[src/rtl/branch_predict_ctrl_pkg.sv]
// Shared types for the branch predictor: BHT counter states,
// redirect FSM states, table reset value and the counter update rule.
package branch_predict_ctrl_pkg;

    typedef enum logic [1:0] {
        BHT_SNT = 2'b00,
        BHT_WNT = 2'b01,
        BHT_WT  = 2'b10,
        BHT_ST  = 2'b11
    } bht_ctr_e;

    typedef enum logic {
        ST_IDLE     = 1'b0,
        ST_REDIRECT = 1'b1
    } state_e;

    localparam bht_ctr_e BHT_RESET = BHT_WNT;

    // 2-bit saturating step toward the resolved direction
    function automatic bht_ctr_e bht_next(bht_ctr_e c, logic taken);
        bht_ctr_e n;
        n = c;
        unique case (c)
            BHT_SNT: n = taken ? BHT_WNT : BHT_SNT;
            BHT_WNT: n = taken ? BHT_WT  : BHT_SNT;
            BHT_WT:  n = taken ? BHT_ST  : BHT_WNT;
            BHT_ST:  n = taken ? BHT_ST  : BHT_WT;
            default: n = c;
        endcase
        return n;
    endfunction

endpackage

[src/rtl/branch_predict_ctrl_bht.sv]
// Bimodal branch history table: 2**IDX_W 2-bit counters.
// Ports: async read (rd_idx_i -> rd_ctr_o), sync saturating write
// (wr_en_i, wr_idx_i, wr_taken_i), async active-low reset to WNT.
module branch_history_table
    import branch_predict_ctrl_pkg::*;
#(
    parameter int IDX_W = 4
) (
    input  logic             clk,
    input  logic             rst_n,
    input  logic [IDX_W-1:0] rd_idx_i,
    output bht_ctr_e         rd_ctr_o,
    input  logic             wr_en_i,
    input  logic [IDX_W-1:0] wr_idx_i,
    input  logic             wr_taken_i
);

    localparam int N = 2 ** IDX_W;

    bht_ctr_e tbl_q [N];

    always_ff @(posedge clk or negedge rst_n) begin
        if (!rst_n) begin
            for (int i = 0; i < N; i++) begin
                tbl_q[i] <= BHT_RESET;
            end
        end else if (wr_en_i) begin
            tbl_q[wr_idx_i] <= bht_next(tbl_q[wr_idx_i], wr_taken_i);
        end
    end

    // Read sees the pre-update value when indices collide
    assign rd_ctr_o = tbl_q[rd_idx_i];

endmodule

[src/rtl/branch_predict_ctrl.sv]
// Branch predictor + mispredict recovery: BHT lookup for IF, EX-stage
// resolution, one-cycle registered redirect/flush, saturating stats.
// Ports: clk, rst_n, if_pc/pred_taken (fetch), ex_* (resolution),
// redirect/redirect_pc/flush_ifid/flush_idex, branch_cnt/mispred_cnt.
module branch_predict_ctrl
    import branch_predict_ctrl_pkg::*;
#(
    parameter int IDX_W = 4,
    parameter int PC_W  = 32,
    parameter int CNT_W = 32
) (
    input  logic             clk,
    input  logic             rst_n,
    input  logic [PC_W-1:0]  if_pc,
    output logic             pred_taken,
    input  logic             ex_valid,
    input  logic             ex_stall,
    input  logic             ex_branch,
    input  logic             ex_jump,
    input  logic             ex_jalr,
    input  logic             ex_taken,
    input  logic             ex_pred_taken,
    input  logic [PC_W-1:0]  ex_pc,
    input  logic [PC_W-1:0]  ex_target,
    output logic             redirect,
    output logic [PC_W-1:0]  redirect_pc,
    output logic             flush_ifid,
    output logic             flush_idex,
    output logic [CNT_W-1:0] branch_cnt,
    output logic [CNT_W-1:0] mispred_cnt
);

    state_e           state_q, state_d;
    logic [PC_W-1:0]  rpc_q, rpc_d;
    logic [CNT_W-1:0] bcnt_q, bcnt_d;
    logic [CNT_W-1:0] mcnt_q, mcnt_d;
    logic             resolve;
    logic             mispredict;
    bht_ctr_e         rd_ctr;

    // The instruction in EX during REDIRECT is wrong-path
    assign resolve = ex_valid & ~ex_stall
                   & (ex_branch | ex_jump)
                   & (state_q == ST_IDLE);

    // JALR targets are never predicted, so it always redirects
    assign mispredict = resolve
                      & ((ex_taken ^ ex_pred_taken) | ex_jalr);

    branch_history_table #(
        .IDX_W (IDX_W)
    ) u_bht (
        .clk        (clk),
        .rst_n      (rst_n),
        .rd_idx_i   (if_pc[IDX_W+1:2]),
        .rd_ctr_o   (rd_ctr),
        .wr_en_i    (resolve & ex_branch),
        .wr_idx_i   (ex_pc[IDX_W+1:2]),
        .wr_taken_i (ex_taken)
    );

    assign pred_taken = rd_ctr[1];

    always_ff @(posedge clk or negedge rst_n) begin
        if (!rst_n) begin
            state_q <= ST_IDLE;
        end else begin
            state_q <= state_d;
        end
    end

    always_comb begin
        state_d = state_q;
        unique case (state_q)
            ST_IDLE:     if (mispredict) state_d = ST_REDIRECT;
            ST_REDIRECT: state_d = ST_IDLE;
            default:     state_d = ST_IDLE;
        endcase
    end

    // Outputs decode straight from the state flop
    always_comb begin
        redirect   = 1'b0;
        flush_ifid = 1'b0;
        flush_idex = 1'b0;
        if (state_q == ST_REDIRECT) begin
            redirect   = 1'b1;
            flush_ifid = 1'b1;
            flush_idex = 1'b1;
        end
    end

    always_comb begin
        rpc_d = rpc_q;
        if (mispredict) begin
            rpc_d = ex_taken ? ex_target : ex_pc + PC_W'(4);
        end
    end

    always_comb begin
        bcnt_d = bcnt_q;
        mcnt_d = mcnt_q;
        if (resolve && bcnt_q != '1) begin
            bcnt_d = bcnt_q + CNT_W'(1);
        end
        if (mispredict && mcnt_q != '1) begin
            mcnt_d = mcnt_q + CNT_W'(1);
        end
    end

    always_ff @(posedge clk or negedge rst_n) begin
        if (!rst_n) begin
            rpc_q  <= '0;
            bcnt_q <= '0;
            mcnt_q <= '0;
        end else begin
            rpc_q  <= rpc_d;
            bcnt_q <= bcnt_d;
            mcnt_q <= mcnt_d;
        end
    end

    assign redirect_pc = rpc_q;
    assign branch_cnt  = bcnt_q;
    assign mispred_cnt = mcnt_q;

endmodule
[config.mk]
export PLATFORM = sky130hd
export DESIGN_NAME = branch_predict_ctrl
export DESIGN_NICKNAME = d
export VERILOG_FILES = /design/src/rtl/branch_predict_ctrl_pkg.sv /design/src/rtl/branch_predict_ctrl_bht.sv /design/src/rtl/branch_predict_ctrl.sv
export SDC_FILE = /design/constraint.sdc
export NUM_CORES = 1
export LEC_CHECK = 0
export CAP_MARGIN = 20
export CORE_MARGIN = 5
export CORE_UTILIZATION = 52
export DETAILED_ROUTE_END_ITERATION = 6
export PLACE_DENSITY_LB_ADDON = 0.2
export SLEW_MARGIN = 20
export SYNTH_ARGS = -nofsm -noshare
export SYNTH_HDL_FRONTEND = slang
export SYNTH_HIERARCHICAL = 1
export SYNTH_SLANG_ARGS = --single-unit
[constraint.sdc]
create_clock -name clk -period 7.13 [get_ports clk]
set_input_delay 1.426 -clock clk [delete_from_list [all_inputs] [get_ports clk]]
set_output_delay 1.426 -clock clk [all_outputs]
set_load 0.01 [all_outputs]
==> report_table.html, run 1 <==
<table>
<tr><th>Metric</th><th>Value</th></tr>
<tr><th colspan="2">Clock tree</th></tr>
<tr><td>Insertion delay to the later sink of the worst-skew pair</td><td>420 ps</td></tr>
<tr><td>Post-CTS setup-driven buffer insertion count</td><td>0</td></tr>
<tr><td>Number of buffers created by CTS</td><td>17</td></tr>
<tr><td>Clock sink count</td><td>129</td></tr>
<tr><td>CTS clock-pin slew for the worst setup and hold paths</td><td>50 ps</td></tr>
<tr><td>CTS max path bufs</td><td>2</td></tr>
<tr><td>Count of H-tree levels built during CTS</td><td>4</td></tr>
<tr><td>CTS hold repair buffers</td><td>0</td></tr>
<tr><td>CTS tree</td><td>done</td></tr>
<tr><td>Number of gates resized after cts</td><td>0</td></tr>
<tr><td>Clk Tree Root Cell</td><td>sky130_fd_sc_hd__clkbuf_16</td></tr>
<tr><th colspan="2">Timing</th></tr>
<tr><td>Least-Margin Pin Slew</td><td>856.8 ps</td></tr>
<tr><td>Number of endpoints failing setup at the final stage</td><td>0</td></tr>
<tr><td>Relative max-transition margin</td><td>41.98%</td></tr>
<tr><td>RSZ-0062 raised after global routing</td><td>no</td></tr>
<tr><td>Post-route worst setup slack</td><td>2114 ps</td></tr>
<tr><td>Final period demand of the worst path</td><td>5016 ps</td></tr>
<tr><td>Period utilisation layout</td><td>70.35%</td></tr>
<tr><td>Count of final hold-check violations</td><td>0</td></tr>
<tr><td>Total Neg Setup Slack</td><td>0 ps</td></tr>
<tr><td>Top achievable clock speed</td><td>199.4 MHz</td></tr>
<tr><td>Clock Skew</td><td>7.918 ps</td></tr>
<tr><td>Number of pins exceeding their max-slew limit in the final report</td><td>0</td></tr>
<tr><th colspan="2">Final layout</th></tr>
<tr><td>FILL cells</td><td>963</td></tr>
<tr><td>Proportion of layout cells with a drive suffix above 1</td><td>12.71%</td></tr>
<tr><td>N_diodes</td><td>0</td></tr>
<tr><td>Final instance area</td><td>9354 µm²</td></tr>
<tr><td>Synthesis-to-layout area growth</td><td>35.85%</td></tr>
<tr><td>Net count of the finished layout</td><td>937</td></tr>
<tr><th colspan="2">Detailed routing</th></tr>
<tr><td>DR iter-0 viols</td><td>479</td></tr>
<tr><td>Total length of routed met3 wires</td><td>1.102 mm</td></tr>
<tr><td>Residual DRC</td><td>0</td></tr>
<tr><td>Mean number of vias per cell</td><td>5.727</td></tr>
<tr><td>Drt pass-1 iters</td><td>5</td></tr>
<tr><td>Detailed-route via count</td><td>5830</td></tr>
<tr><td>Topmost layer with routed signal wires</td><td>met4</td></tr>
<tr><td>Wire per inst</td><td>18.06 µm</td></tr>
<tr><td>Length of routed wiring on met1</td><td>7.958 mm</td></tr>
<tr><td>Wire length on met2</td><td>9.014 mm</td></tr>
<tr><td>Detailed Route WL</td><td>18.38 mm</td></tr>
<tr><td>Antenna Nets Post-Route</td><td>0</td></tr>
<tr><th colspan="2">Setup path</th></tr>
<tr><td>Critical Path End</td><td>pred_taken</td></tr>
<tr><td>End of the worst register-to-register path</td><td>mispred_cnt[22]</td></tr>
<tr><td>Data arrival time of the critical path</td><td>3590 ps</td></tr>
<tr><td>Delay of the slowest cell on the worst path</td><td>620 ps</td></tr>
<tr><td>CP Class</td><td>in -&gt; out</td></tr>
<tr><td>Required time worst endpoint</td><td>5700 ps</td></tr>
<tr><td>Crit path max-delay cell type</td><td>sky130_fd_sc_hd__clkdlybuf4s50_1</td></tr>
<tr><td>Startpoint of the worst-slack reg-to-reg timing path</td><td>state_q</td></tr>
<tr><td>Cells traversed along the worst timing path</td><td>clkdlybuf4s50_1, mux4_2, mux4_2, clkdlybuf4s50_1</td></tr>
<tr><td>Top fanout value on the critical path</td><td>4</td></tr>
<tr><td>Startpoint types</td><td>input port</td></tr>
<tr><td>Endpoint class of the critical path</td><td>output pin</td></tr>
<tr><td>Setup slack of the most critical reg-to-reg path</td><td>4640 ps</td></tr>
<tr><td>Setup crit start</td><td>if_pc[2]</td></tr>
<tr><td>Number of cells on the worst reg-to-reg path</td><td>6</td></tr>
<tr><th colspan="2">Power and ir drop</th></tr>
<tr><td>Peak supply drop</td><td>0.0001688 V</td></tr>
<tr><td>Leakage power summed over all cells</td><td>3.824 nW</td></tr>
<tr><td>Areal power density over the cells</td><td>235.1 nW/µm²</td></tr>
<tr><th colspan="2">Floorplanning</th></tr>
<tr><td>Area of the die</td><td>15640 µm²</td></tr>
<tr><td>Vertical die dimension</td><td>125.1 µm</td></tr>
<tr><td>Core Area</td><td>13140 µm²</td></tr>
<tr><td>Initial Util</td><td>52.41%</td></tr>
<tr><td>Top-level port count</td><td>205</td></tr>
<tr><td>Site Rows</td><td>42</td></tr>
<tr><td>Width of the die</td><td>125.1 µm</td></tr>
<tr><th colspan="2">Synth</th></tr>
<tr><td>Synthesized area per cell</td><td>10.48 µm²</td></tr>
<tr><td>Synthesized Nets</td><td>765</td></tr>
<tr><td>Cell count after synthesis</td><td>657</td></tr>
<tr><td>Number of warnings printed during yosys synthesis</td><td>6</td></tr>
<tr><td>Area of the mapped netlist</td><td>6885 µm²</td></tr>
<tr><th colspan="2">Placement</th></tr>
<tr><td>Post-Place Setup Slack</td><td>2084 ps</td></tr>
<tr><td>Global placer's final weighted congestion</td><td>0.8285</td></tr>
<tr><td>Post-DP HPWL</td><td>13.16 mm</td></tr>
<tr><td>Quantity of I/O buffers inserted on ports</td><td>176</td></tr>
<tr><td>Placed cell areas</td><td>8777 µm²</td></tr>
<tr><th colspan="2">GRT</th></tr>
<tr><td>Via count of the first global-routing pass</td><td>5701</td></tr>
<tr><td>Initial antenna violation count</td><td>0</td></tr>
<tr><td>Pin count of the biggest net entering global routing</td><td>88</td></tr>
<tr><td>GR Util All Layers</td><td>23.51%</td></tr>
<tr><td>Grt total ovfl</td><td>0</td></tr>
<tr><td>Global-route wire length before repair</td><td>29.95 mm</td></tr>
<tr><th colspan="2">Hold path</th></tr>
<tr><td>Tightest Hold Check Type</td><td>reg -&gt; reg</td></tr>
<tr><td>Min-delay src</td><td>redirect_pc[9]</td></tr>
<tr><th colspan="2">Job</th></tr>
<tr><td>Number of max-cap violations</td><td>0</td></tr>
<tr><th colspan="2">Run status</th></tr>
<tr><td>Status</td><td>complete, no violations</td></tr>
</table>
==> power by group <==
part / total [W] / leakage [nW] / internal, W / switching (W)
Combinational: 0.000443 / 1.89 / 0.000248 / 0.000194
Clock: 0.000847 / 0.272 / 0.000542 / 0.000305
Sequential: 0.000910 / 1.66 / 0.000829 / 0.0000809
Total: 0.00220 / 3.82 / 0.00162 / 0.000580
==> area by class of cell <==
| class | count | area (µm²) | area share [%] |
|---|---|---|---|
| multi-input cells | 492 | 3495 | 37.36 |
| flip-flops and latches | 129 | 3248 | 34.72 |
| repair buffers | 179 | 1780 | 19.03 |
| clock buffers | 27 | 493.0 | 5.270 |
| well taps | 176 | 220.2 | 2.354 |
| clock inverters | 5 | 80.08 | 0.8561 |
| inverters | 10 | 37.54 | 0.4013 |
==> stage by stage <==
stage / hold WS [ps] / cells / util, % / total power [W]
6_report: 482.6 / 1018 / 71.20 / 0.002199
3_5_place_dp: 472.0 / 986 / 66.81 / 0.001364
4_1_cts: 483.8 / 1018 / 71.17 / 0.002214
5_1_grt: 504.0 / 1018 / 71.20 / 0.002299
2_1_floorplan: 489.5 / 657 / - / 0.001092
3_3_place_gp: 461.7 / 986 / 66.81 / 0.001347
==> layout by cell type (no fill, tap or decap), types with 4 or more instances in the layout <==
master	instances
sky130_fd_sc_hd__clkdlybuf4s50_1	174
sky130_fd_sc_hd__dfrtp_1	113
sky130_fd_sc_hd__xnor2_1	63
sky130_fd_sc_hd__nand2_1	52
sky130_fd_sc_hd__nor2_1	49
sky130_fd_sc_hd__nand3_1	44
sky130_fd_sc_hd__mux2_2	39
sky130_fd_sc_hd__o21ai_0	30
sky130_fd_sc_hd__nand4_1	28
sky130_fd_sc_hd__a21oi_1	23
sky130_fd_sc_hd__and3_1	22
sky130_fd_sc_hd__xor2_1	17
sky130_fd_sc_hd__clkbuf_16	17
sky130_fd_sc_hd__dfstp_2	16
sky130_fd_sc_hd__nor3_1	14
sky130_fd_sc_hd__and4_1	11
sky130_fd_sc_hd__inv_1	10
sky130_fd_sc_hd__nor4_1	10
sky130_fd_sc_hd__mux2i_1	10
sky130_fd_sc_hd__mux4_2	10
sky130_fd_sc_hd__and2_1	7
sky130_fd_sc_hd__o22ai_1	7
sky130_fd_sc_hd__clkbuf_1	7
sky130_fd_sc_hd__nand2b_1	6
sky130_fd_sc_hd__nand3b_1	4
==> routing by layer <==
metal | up-vias | track usage (%)
li1 | 2739 | -
met1 | 2872 | 30.93
met3 | 24 | 6.055
met4 | 0 | 7.462
met5 | - | 0
met2 | 195 | 38.44
==> how the worst min path moves through the flow <==
stage	end	slack, ps	depth (start not counted)
floorplan	u_bht/tbl_q[11]	490	1
global placement	redirect_pc[2]	460	2
detailed placement	redirect_pc[10]	470	2
CTS	redirect_pc[10]	480	2
global route	redirect_pc[10]	500	2
finish	redirect_pc[9]	480	2
==> critical path: cells and delay by family <==
family,cells,cell delay [ps]
muxes,2,1030
buffers and inverters,2,1120
==> sequential cells by signal, summed over array words and instances (netlist names) <==
register,count
u_bht/tbl_q,32
mispred_cnt,32
branch_cnt,32
state_q,1
redirect_pc,32
Power figures use the tool's default switching activity.
==> inputs of run 2 (changes only) <==
--- a/config.mk
+++ b/config.mk
@@ -7,7 +7,7 @@
 export LEC_CHECK = 0
 export CAP_MARGIN = 20
 export CORE_MARGIN = 5
-export CORE_UTILIZATION = 52
+export CORE_UTILIZATION = 43
 export DETAILED_ROUTE_END_ITERATION = 6
 export PLACE_DENSITY_LB_ADDON = 0.2
 export SLEW_MARGIN = 20
==> constraint.sdc (replaced) <==
create_clock -name clk -period 4.55 [get_ports clk]
set_input_delay 0.91 -clock clk [delete_from_list [all_inputs] [get_ports clk]]
set_output_delay 0.91 -clock clk [all_outputs]
set_load 0.01 [all_outputs]
==> run 2 against run 1 <==
  * Routed wire length up 1.7%
  * Final area rose by 1.1%
  * Critical path type unchanged
  * Register-to-register slack got worse by 2600 ps
  * First-iteration DRC count decreased by 48%
  * Final cell count rose by 4.0%
  * Clock power up 64%
  * Hold slack worse by 3.8 ps
  * Combinational power is 58% higher
  * Largest cell class unchanged
  * Core utilization is 11 points lower
  * Sequential share of layout area shrank 0.36 points
  * Global-route usage decreased by 3.2 points
  * Die area grew 19%
==> report_table.html, run 2 (synthesis gave the netlist of run 1 again) <==
<table>
<tr><th>Metric</th><th>Value</th></tr>
<tr><th colspan="2">Run status</th></tr>
<tr><td>Status</td><td>complete, no violations (unchanged)</td></tr>
<tr><th colspan="2">Power and ir drop</th></tr>
<tr><td>Switching power of the nets</td><td>0.0009394 W (was 0.0005799 W)</td></tr>
<tr><td>Leakage power summed over all cells</td><td>3.850 nW (was 3.824 nW)</td></tr>
<tr><td>Sw frac</td><td>26.81% (was 26.37%)</td></tr>
<tr><td>Power share of the combinational group</td><td>20.0% (was 20.1%)</td></tr>
<tr><td>Internal power of the cells</td><td>0.002564 W (was 0.001620 W)</td></tr>
<tr><td>Areal power density over the cells</td><td>370.6 nW/µm² (was 235.1 nW/µm²)</td></tr>
<tr><td>Peak supply drop</td><td>0.0002497 V (was 0.0001688 V)</td></tr>
<tr><td>Portion of total power attributed to the clock network</td><td>39.7% (was 38.5%)</td></tr>
<tr><td>Proportion of power drawn by flip-flops and latches</td><td>40.4% (was 41.4%)</td></tr>
<tr><th colspan="2">Clock tree</th></tr>
<tr><td>Clk Tree Root Cell</td><td>sky130_fd_sc_hd__clkbuf_16 (unchanged)</td></tr>
<tr><td>CTS hold repair buffers</td><td>0 (unchanged)</td></tr>
<tr><td>Insertion delay to the later sink of the worst-skew pair</td><td>410 ps (was 420 ps)</td></tr>
<tr><td>Post-CTS setup-driven buffer insertion count</td><td>0 (unchanged)</td></tr>
<tr><td>CTS clock-pin slew for the worst setup and hold paths</td><td>60 ps (was 50 ps)</td></tr>
<tr><td>Number of gates resized after cts</td><td>0 (unchanged)</td></tr>
<tr><td>CTS max path bufs</td><td>2 (unchanged)</td></tr>
<tr><td>Clock sink count</td><td>129 (unchanged)</td></tr>
<tr><td>Count of H-tree levels built during CTS</td><td>4 (unchanged)</td></tr>
<tr><td>CTS tree</td><td>done (unchanged)</td></tr>
<tr><td>Number of buffers created by CTS</td><td>17 (unchanged)</td></tr>
<tr><th colspan="2">Setup path</th></tr>
<tr><td>CP Class</td><td>in -&gt; out (unchanged)</td></tr>
<tr><td>Required time worst endpoint</td><td>3640 ps (was 5700 ps)</td></tr>
<tr><td>Top fanout value on the critical path</td><td>4 (unchanged)</td></tr>
<tr><td>Crit path max-delay cell type</td><td>sky130_fd_sc_hd__clkdlybuf4s50_1 (unchanged)</td></tr>
<tr><td>Kind of cell with the highest combined delay on the critical path</td><td>buffers and inverters (unchanged)</td></tr>
<tr><td>Startpoint types</td><td>input port (unchanged)</td></tr>
<tr><td>Delay of the slowest cell on the worst path</td><td>630 ps (was 620 ps)</td></tr>
<tr><td>Data arrival time of the critical path</td><td>3080 ps (was 3590 ps)</td></tr>
<tr><td>Number of buffer and inverter stages on the critical path</td><td>2 (unchanged)</td></tr>
<tr><td>Cells traversed along the worst timing path</td><td>clkdlybuf4s50_1, mux4_2, mux4_2, clkdlybuf4s50_1 (unchanged)</td></tr>
<tr><td>Endpoint class of the critical path</td><td>output pin (unchanged)</td></tr>
<tr><th colspan="2">Timing</th></tr>
<tr><td>Period utilisation layout</td><td>87.75%</td></tr>
<tr><td>Number of pins exceeding their max-slew limit in the final report</td><td>0 (unchanged)</td></tr>
<tr><td>Count of final hold-check violations</td><td>0 (unchanged)</td></tr>
<tr><td>Final period demand of the worst path</td><td>3993 ps</td></tr>
<tr><td>Relative max-transition margin</td><td>42.74% (was 41.98%)</td></tr>
<tr><td>Number of endpoints failing setup at the final stage</td><td>0 (unchanged)</td></tr>
<tr><td>Top achievable clock speed</td><td>250.5 MHz</td></tr>
<tr><td>Least-Margin Pin Slew</td><td>858.8 ps (was 856.8 ps)</td></tr>
<tr><td>RSZ-0062 raised after global routing</td><td>no (unchanged)</td></tr>
<tr><td>Clock Skew</td><td>8.641 ps (was 7.918 ps)</td></tr>
<tr><td>Total Neg Setup Slack</td><td>0 ps (unchanged)</td></tr>
<tr><th colspan="2">GRT</th></tr>
<tr><td>Pin count of the biggest net entering global routing</td><td>67 (was 88)</td></tr>
<tr><td>Grt total ovfl</td><td>0 (unchanged)</td></tr>
<tr><td>GRT met2 Usage</td><td>33.43% (was 38.44%)</td></tr>
<tr><td>Global Route met3 Usage</td><td>5.221% (was 6.055%)</td></tr>
<tr><td>GR Util All Layers</td><td>20.29% (was 23.51%)</td></tr>
<tr><td>Global-route wire length before repair</td><td>29.94 mm (was 29.95 mm)</td></tr>
<tr><td>Initial antenna violation count</td><td>0 (unchanged)</td></tr>
<tr><td>GRT Max-Usage Layer</td><td>met2 (unchanged)</td></tr>
<tr><td>Via count of the first global-routing pass</td><td>5730 (was 5701)</td></tr>
<tr><td>GRT met1 Usage</td><td>26.02% (was 30.93%)</td></tr>
<tr><th colspan="2">Final layout</th></tr>
<tr><td>Synthesis-to-layout area growth</td><td>37.29% (was 35.85%)</td></tr>
<tr><td>Flip-flop and latch area</td><td>3248 µm² (unchanged)</td></tr>
<tr><td>Combined area of the multi-input logic cells</td><td>3495 µm² (unchanged)</td></tr>
<tr><td>Proportion of layout cells with a drive suffix above 1</td><td>13.52% (was 12.71%)</td></tr>
<tr><td>Final instance area</td><td>9453 µm² (was 9354 µm²)</td></tr>
<tr><td>Most common library cell in the layout ignoring fill and taps</td><td>sky130_fd_sc_hd__clkdlybuf4s50_1 (unchanged)</td></tr>
<tr><td>N_diodes</td><td>0 (unchanged)</td></tr>
<tr><td>Most used cells in the layout excluding fill and tap cells</td><td>174 x sky130_fd_sc_hd__clkdlybuf4s50_1, 113 x sky130_fd_sc_hd__dfrtp_1, 63 x sky130_fd_sc_hd__xnor2_1 (unchanged)</td></tr>
<tr><td>FILL cells</td><td>1324 (was 963)</td></tr>
<tr><td>Net count of the finished layout</td><td>938 (was 937)</td></tr>
<tr><th colspan="2">Floorplanning</th></tr>
<tr><td>Vertical die dimension</td><td>136.5 µm (was 125.1 µm)</td></tr>
<tr><td>Width of the die</td><td>136.5 µm (was 125.1 µm)</td></tr>
<tr><td>Core Area</td><td>15770 µm² (was 13140 µm²)</td></tr>
<tr><td>Initial Util</td><td>43.66% (was 52.41%)</td></tr>
<tr><td>Area of the die</td><td>18640 µm² (was 15640 µm²)</td></tr>
<tr><td>Site Rows</td><td>46 (was 42)</td></tr>
<tr><td>Top-level port count</td><td>205 (unchanged)</td></tr>
<tr><th colspan="2">Placement</th></tr>
<tr><td>Placed cell areas</td><td>8847 µm² (was 8777 µm²)</td></tr>
<tr><td>Post-DP HPWL</td><td>13.58 mm (was 13.16 mm)</td></tr>
<tr><td>Global placer's final weighted congestion</td><td>0.8319 (was 0.8285)</td></tr>
<tr><td>Quantity of I/O buffers inserted on ports</td><td>176 (unchanged)</td></tr>
<tr><th colspan="2">Detailed routing</th></tr>
<tr><td>DR iter-0 viols</td><td>249 (was 479)</td></tr>
<tr><td>Detailed Route WL</td><td>18.69 mm (was 18.38 mm)</td></tr>
<tr><td>Antenna Nets Post-Route</td><td>0 (unchanged)</td></tr>
<tr><td>Mean number of vias per cell</td><td>5.399 (was 5.727)</td></tr>
<tr><td>Detailed-route via count</td><td>5718 (was 5830)</td></tr>
<tr><td>Wire per inst</td><td>17.65 µm (was 18.06 µm)</td></tr>
<tr><td>Residual DRC</td><td>0 (unchanged)</td></tr>
<tr><td>Drt pass-1 iters</td><td>4 (was 5)</td></tr>
<tr><th colspan="2">Hold path</th></tr>
<tr><td>Tightest Hold Check Type</td><td>reg -&gt; reg (unchanged)</td></tr>
<tr><th colspan="2">Job</th></tr>
<tr><td>Number of max-cap violations</td><td>0 (unchanged)</td></tr>
</table>
[run 2: final cells by class]
class	instances	area share (%)
Clock buffer	19	4.686
Multi-Input combinational cell	492	36.97
Timing Repair Buffer	180	19.01
Clock inverter	13	1.721
Sequential cell	129	34.36
Tap cell	216	2.859
Inverter	10	0.3971
[run 2: worst register-to-register path: cells and delay by family, from the launching register on]
| kind | cells | cell delay (ps) |
|---|---|---|
| simple gates | 4 | 1620 |
| mux | 1 | 340 |
| flops | 1 | 430 |
[run 2: per-stage QoR]
stage / total power [W] / utilization, % / instances / setup WS, ps / hold slack, ps
after floorplan: 0.001711 / - / 657 / 1468 / 489.5
after global placement: 0.002115 / 56.10 / 1027 / 548.4 / 463.4
after detailed placement: 0.002136 / 56.10 / 1027 / 551.0 / 469.1
after global routing: 0.003674 / 59.94 / 1059 / 484.5 / 511.5
final: 0.003503 / 59.94 / 1059 / 557.4 / 478.8
after CTS: 0.003547 / 59.94 / 1059 / 532.1 / 483.1
[run 2: final timing paths]
path,depth (start not counted),from,slack [ps],to
min in group asynchronous,1,rst_n,590,mispred_cnt[21]
worst max register to register,5,state_q,2060,u_bht/tbl_q[7]
worst min-delay path,2,redirect_pc[12],480,redirect_pc[12]
worst max-delay path,4,if_pc[2],560,pred_taken
worst min register to register,2,redirect_pc[12],480,redirect_pc[12]
max in group asynchronous,2,rst_n,3050,u_bht/tbl_q[4]
[run 2: power by group through the flow]
stage | Sequential (W) | Clock (W) | Combinational [W]
floorplan | 0.00147 | 0 | 0.000243
global placement | 0.00143 | 0 | 0.000689
detailed placement | 0.00144 | 0 | 0.000701
CTS | 0.00142 | 0.00142 | 0.000706
global route | 0.00144 | 0.00148 | 0.000758
finish | 0.00141 | 0.00139 | 0.000699
[run 2: layer usage]
| layer | part of all wire, % | vias to the layer above |
|---|---|---|
| met3 | 6.3 | 24 |
| met1 | 43 | 2792 |
| met2 | 49 | 173 |
| li1 | - | 2729 |
| met4 | 2.0 | 0 |
| met5 | 0 | - |
